**src/rtl/mcp3_req_queue008_pkg.sv**
```systemverilog
// Shared constants, types and helpers for the 8-source request queue front end.
package mcp3_req_queue008_pkg;

    localparam int MCP3_NUM_SRC  = 8;
    localparam int MCP3_SRC_ID_W = 3;

    typedef enum logic [1:0] {
        CNT_EMPTY = 2'd0,
        CNT_ONE   = 2'd1,
        CNT_FULL  = 2'd2
    } fifo_cnt_e;

    // True when no more than one bit of v is set.
    function automatic logic onehot0(input logic [MCP3_NUM_SRC-1:0] v);
        return (v & (v - MCP3_NUM_SRC'(1))) == {MCP3_NUM_SRC{1'b0}};
    endfunction

endpackage

```
**src/rtl/mcp3_req_queue008_fifo2.sv**
```systemverilog
// Two-entry in-order command queue for one source: head in slot0, tail in slot1.
module mcp3_req_fifo2
    import mcp3_req_queue008_pkg::*;
#(
    parameter int DATA_WIDTH = 64
) (
    input  logic                  clock,
    input  logic                  reset_n,
    input  logic                  push_valid,
    input  logic [DATA_WIDTH-1:0] push_data,
    input  logic                  pop,
    output logic                  ready,
    output logic                  nonempty,
    output logic                  full,
    output logic                  underflow,
    output logic [DATA_WIDTH-1:0] head
);

    fifo_cnt_e             count_q, count_d;
    logic [DATA_WIDTH-1:0] slot0_q, slot0_d;
    logic [DATA_WIDTH-1:0] slot1_q, slot1_d;
    logic                  push_s;
    logic                  pop_s;

    // Next-state computation for occupancy and payload slots.
    always_comb begin
        push_s  = push_valid & ready;
        pop_s   = pop & nonempty;
        count_d = count_q;
        slot0_d = slot0_q;
        slot1_d = slot1_q;
        case ({push_s, pop_s})
            2'b10: begin
                case (count_q)
                    CNT_EMPTY: begin
                        slot0_d = push_data;
                        count_d = CNT_ONE;
                    end
                    CNT_ONE: begin
                        slot1_d = push_data;
                        count_d = CNT_FULL;
                    end
                    default: count_d = count_q;
                endcase
            end
            2'b01: begin
                slot0_d = slot1_q;
                count_d = (count_q == CNT_FULL) ? CNT_ONE : CNT_EMPTY;
            end
            // Push and pop together only happen at one entry: new data becomes head.
            2'b11: begin
                slot0_d = push_data;
                count_d = count_q;
            end
            default: count_d = count_q;
        endcase
    end

    // Occupancy register; reset empties the queue.
    always_ff @(posedge clock or negedge reset_n) begin
        if (!reset_n) begin
            count_q <= CNT_EMPTY;
        end else begin
            count_q <= count_d;
        end
    end

    // Payload storage, deliberately not reset.
    always_ff @(posedge clock) begin
        slot0_q <= slot0_d;
        slot1_q <= slot1_d;
    end

    // Status flags derived from registered occupancy only.
    always_comb begin
        ready     = (count_q == CNT_EMPTY) | (count_q == CNT_ONE);
        nonempty  = (count_q == CNT_ONE) | (count_q == CNT_FULL);
        full      = (count_q == CNT_FULL);
        underflow = pop & (count_q == CNT_EMPTY);
        head      = slot0_q;
    end

endmodule

```
**src/rtl/mcp3_req_queue008.sv**
```systemverilog
// Requestor front end of the 8-way round-robin arbiter: per-source queues, winner mux,
// downstream handshake and sticky protocol-error detection on req_clear.
module mcp3_req_queue008
    import mcp3_req_queue008_pkg::*;
#(
    parameter int DATA_WIDTH = 64
) (
    input  logic                                 clock,
    input  logic                                 reset_n,
    input  logic [MCP3_NUM_SRC-1:0]              src_valid,
    input  logic [MCP3_NUM_SRC*DATA_WIDTH-1:0]   src_data,
    output logic [MCP3_NUM_SRC-1:0]              src_ready,
    output logic [MCP3_NUM_SRC-1:0]              req_bus,
    output logic [MCP3_NUM_SRC-1:0]              req_bus_2pending,
    input  logic                                 winner_valid,
    input  logic [MCP3_SRC_ID_W-1:0]             winner,
    input  logic [MCP3_NUM_SRC-1:0]              req_clear,
    output logic                                 req_taken,
    output logic                                 out_valid,
    output logic [DATA_WIDTH-1:0]                out_data,
    output logic [MCP3_SRC_ID_W-1:0]             out_src,
    input  logic                                 out_ready,
    output logic                                 err_clear
);

    logic [MCP3_NUM_SRC-1:0] pop_s;
    logic [MCP3_NUM_SRC-1:0] underflow_s;
    logic [DATA_WIDTH-1:0]   head_s [MCP3_NUM_SRC];
    logic                    clr_multi_s;
    logic                    clr_untaken_s;
    logic                    clr_legal_s;
    logic                    err_clear_d;
    logic                    err_clear_q;

    for (genvar gi = 0; gi < MCP3_NUM_SRC; gi++) begin : g_src
        mcp3_req_fifo2 #(
            .DATA_WIDTH (DATA_WIDTH)
        ) u_fifo (
            .clock      (clock),
            .reset_n    (reset_n),
            .push_valid (src_valid[gi]),
            .push_data  (src_data[gi*DATA_WIDTH +: DATA_WIDTH]),
            .pop        (pop_s[gi]),
            .ready      (src_ready[gi]),
            .nonempty   (req_bus[gi]),
            .full       (req_bus_2pending[gi]),
            .underflow  (underflow_s[gi]),
            .head       (head_s[gi])
        );
    end

    // Winner mux, handshake, and pop gating: a malformed req_clear pops nothing.
    always_comb begin
        out_valid     = winner_valid & req_bus[winner];
        out_data      = head_s[winner];
        out_src       = winner;
        req_taken     = out_valid & out_ready;
        clr_multi_s   = ~onehot0(req_clear);
        clr_untaken_s = (req_clear != {MCP3_NUM_SRC{1'b0}}) & ~req_taken;
        clr_legal_s   = ~clr_multi_s & ~clr_untaken_s;
        pop_s         = clr_legal_s ? req_clear : {MCP3_NUM_SRC{1'b0}};
        err_clear_d   = err_clear_q | clr_multi_s | clr_untaken_s
                        | ((req_clear & ~req_bus) != {MCP3_NUM_SRC{1'b0}})
                        | (underflow_s != {MCP3_NUM_SRC{1'b0}});
        err_clear     = err_clear_q;
    end

    // Sticky protocol-error flag, cleared only by reset.
    always_ff @(posedge clock or negedge reset_n) begin
        if (!reset_n) begin
            err_clear_q <= 1'b0;
        end else begin
            err_clear_q <= err_clear_d;
        end
    end

endmodule

```
**config.mk**
```make
export PLATFORM = sky130hd
export DESIGN_NAME = mcp3_req_queue008
export DESIGN_NICKNAME = d
export VERILOG_FILES = /design/src/rtl/mcp3_req_queue008_pkg.sv /design/src/rtl/mcp3_req_queue008_fifo2.sv /design/src/rtl/mcp3_req_queue008.sv
export SDC_FILE = /design/constraint.sdc
export NUM_CORES = 1
export LEC_CHECK = 0
export CAP_MARGIN = 30
export CORE_MARGIN = 2
export CORE_UTILIZATION = 25
export DETAILED_ROUTE_END_ITERATION = 12
export SYNTH_ARGS = -nofsm -noshare
export SYNTH_HDL_FRONTEND = slang
export SYNTH_SLANG_ARGS = --single-unit
```
**constraint.sdc**
```tcl
create_clock -name clock -period 6.57 [get_ports clock]
set_input_delay 1.314 -clock clock [delete_from_list [all_inputs] [get_ports clock]]
set_output_delay 1.314 -clock clock [all_outputs]
set_load 0.02 [all_outputs]
```
==> impl_metrics.csv <==
group,metric,value,unit
clock_network,cts_resized,0,
grt,grt_first_pass_wirelength,196,mm
status,run_status,"finished, final reports clean",
synthesis,synth_ff_type,"edfxtp_1",
route,wl,146,mm
placement,dp_slack,1.40,ns
timing,fin_tns_setup,0,ns
setup_path,startpoint,"winner[1]",
route,ant_nets,0,
floorplan,die_area,0.175,mm^2
synthesis,synth.avg_cell_area,20.5,um^2
timing,drv_slew,0,
route,vias,23283,
timing,setup_violations,0,
grt,grt_usage,16.3,%
clock_network,tritoncts,"built",
grt,antenna_found_initial,44,
route,via_per_inst,4.56,
floorplan,start_util,25.2,%
clock_network,root_buffer,"clkbuf_16",
synthesis,netlist_instances,2088,
grt,grt-ovfl-total,0,
route,wl_per_cell,28.5,um
grt,grt_pass1_vias,24141,
timing,clock_skew,0.0542,ns
setup_path,cpMaxStageDelayCell,"clkdlybuf4s50_1",
cells_and_area,finalNetCount,3348,
floorplan,io_pins,629,
clock_network,cts_buffers,115,
timing,slew_headroom,34.2,%
setup_path,crit_chain,"clkbuf_8 -> buf_12 -> mux4_2 -> mux2_2 -> clkdlybuf4s50_1",
pwr,power_density,370,mW/mm^2
setup_path,critPathArrivalTime,3.89,ns
min_path,hold_start,"g_src[1].u_fifo.slot1_q[19]",
synthesis,yosysWarnings,0,
synthesis,synth_seq_area_share,72.8,%
synthesis,synth_cell_types,40,
timing,setup_ws,1.37,ns
grt,grt_max_degree,69,
pwr,ir_worst_vdd,0.285,mV
timing,fin_crit_sh,79.2,%
setup_path,crit_path_end_kind,"output pin",
floorplan,num_rows,151,
setup_path,path_buf_inv,3,
cells_and_area,fin_util,33.0,%
setup_path,cpPeakStageDelay,0.61,ns
timing,fmax,0.192,GHz
cells_and_area,drive_gt1_share,33.9,%
route,route.detailed.drc,0,
synthesis,synth_edf_count,1024,
clock_network,clk_pin_slew,0.06,ns
setup_path,critical_path_peak_fanout,68,
synthesis,ys_seq_elements,1041,
floorplan,core,0.170,mm^2
route,drtIter0Drc,1893,
clock_network,cts_num_sinks,1041,
clock_network,cts_max_level,3,
placement,gp_congestion,0.805,
timing,rsz0062_at_grt,"false",
synthesis,syn_nets,2671,
synthesis,async_flop_share,1.63,%
setup_path,crit_family,"buffers and inverters",
timing,fin_crit,5.20,ns
timing,holdWs,0.511,ns
setup_path,critPathLaunchType,"input pin",
setup_path,reg2reg_from,"g_src[2].u_fifo.count_q[0]",
flow_run,drv_cap,0,
placement,port_buffers,628,
clock_network,cts_max_path_buffers,3,
min_path,hold_depth,1,
cells_and_area,areaGrowthSynthToFinish,30.7,%
route,drtPass1Iterations,6,
floorplan,dieWidth,418,um
pwr,total_leakage_power,18.1,nW
floorplan,die_h,418,um
timing,hold_viol,0,
setup_path,critPathKind,"in -> out",
min_path,min_path_type,"reg -> reg",
clock_network,cts_setup_buffers,0,
clock_network,hold_buffers,0,
setup_path,required,5.26,ns
synthesis,synthesis.area,0.0428,mm^2
setup_path,cp.depth,5,
placement,post-dp-hpwl,98.3,mm
pwr,fin_total_pwr,20.7,mW
timing,tightest_slew,0.987,ns
clock_network,clock_latency,0.75,ns
setup_path,reg2reg_depth,10,
worst reg2reg max path, stage by stage, from the launching register on:
cell and delay [ns]:
dfrtp_1 0.34, inv_1 0.07, ha_1 0.42, mux2_1 0.34
o221ai_1 0.28, nor3b_2 0.10, buf_6 0.17, o2111ai_1 0.27
ha_1 0.29, and2_4 0.66, buf_4 0.68
cell type report:
| type | instances | area [um^2] |
|---|---|---|
| fill | 16128 | 114000 |
| clock buffer | 134 | 2950 |
| clock inverter | 82 | 838 |
| timing repair buffer | 682 | 6950 |
| sequential | 1041 | 31200 |
| multi-input combinational | 876 | 11000 |
| antenna | 29 | 72.6 |
| inverter | 49 | 184 |
| tap | 2218 | 2780 |
sequential cells by signal, summed over array words and instances (netlist names):
name / count
err_clear: 1
g_src.u_fifo.count_q: 16
g_src.u_fifo.head: 512
g_src.u_fifo.slot1_q: 512
cell families after synthesis:
kind of cell	after synthesis	share of synthesized area, %
simple gates	58	0.789
fa+ha+maj	49	1.43
mux	708	22.0
compound gates	61	1.07
buf+inv	171	1.97
flops	1041	72.8
path summary, 6_finish.rpt:
kind / slack [ns] / endpoint
min reg2reg: 0.51 / g_src[1].u_fifo.head[19]
min in group asynchronous: 0.87 / g_src[5].u_fifo.count_q[0]
min: 0.51 / g_src[1].u_fifo.head[19]
max reg2reg: 2.49 / g_src[1].u_fifo.slot1_q[26]
max: 1.37 / out_data[32]
max in group asynchronous: 5.27 / g_src[3].u_fifo.count_q[0]
routing by layer:
layer	share of wire (%)	track usage, %
met5	0.027	0
met4	3.8	6.74
met3	3.7	2.32
met2	55	30.3
met1	38	18.6
through the flow:
step / cells / cell area (um^2)
after floorplan: 2088 / 42800
after global placement: 4864 / 52100
after detailed placement: 4865 / 52100
after CTS: 5081 / 55900
after global routing: 5106 / 56000
final: 5111 / 56000
placed cells by master (no fill, tap or decap), types with 2 or more instances in the layout:
cell type and n:
a211oi_1 9, a21oi_1 9, a21oi_4 8, a22oi_1 2, a32o_1 8, and2_4 8, and4_1 4, buf_12 18
buf_4 35, bufinv_16 12, clkbuf_1 19, clkbuf_16 115, clkdlybuf4s50_1 625, clkinv_1 23, clkinv_16 2, clkinv_2 26
clkinv_4 2, clkinvlp_4 4, dfrtp_1 17, diode_2 29, edfxtp_1 1024, ha_1 40, ha_4 8, inv_1 49
inv_16 2, inv_6 6, inv_8 4, mux2_1 3, mux2_2 576, mux4_2 128, nand2_1 9, nand2b_1 10
nand4_1 3, nor2_1 9, nor3_1 2, o2111a_1 5, o2111ai_1 5, o21ai_0 8, or2_2 9
synthesized netlist by cell type, drive strengths merged (2+ instances only):
cell type	instances	area (um^2)
and2	8	50.1
nand2b	10	62.6
or2	9	56.3
a32o	8	80.1
ha	48	601
o21ai	8	40.0
o2111a	5	56.3
mux4	128	2880
nor2	9	33.8
dfrtp	17	425
edfxtp	1024	30700
clkbuf	25	93.8
a211oi	9	67.6
nor3	2	10.0
nand4	3	18.8
and4	4	35.0
mux2	579	6520
nand2	9	33.8
inv	49	184
o2111ai	5	43.8
buf	97	566
a21oi	17	85.1
a22oi	2	15.0
power by group:
part,internal [mW],switching (mW)
Combinational,1.60,2.86
Sequential,9.29,0.401
Clock,3.72,2.82
Total,14.6,6.08
No activity file was read; power rests on OpenSTA's default activity.
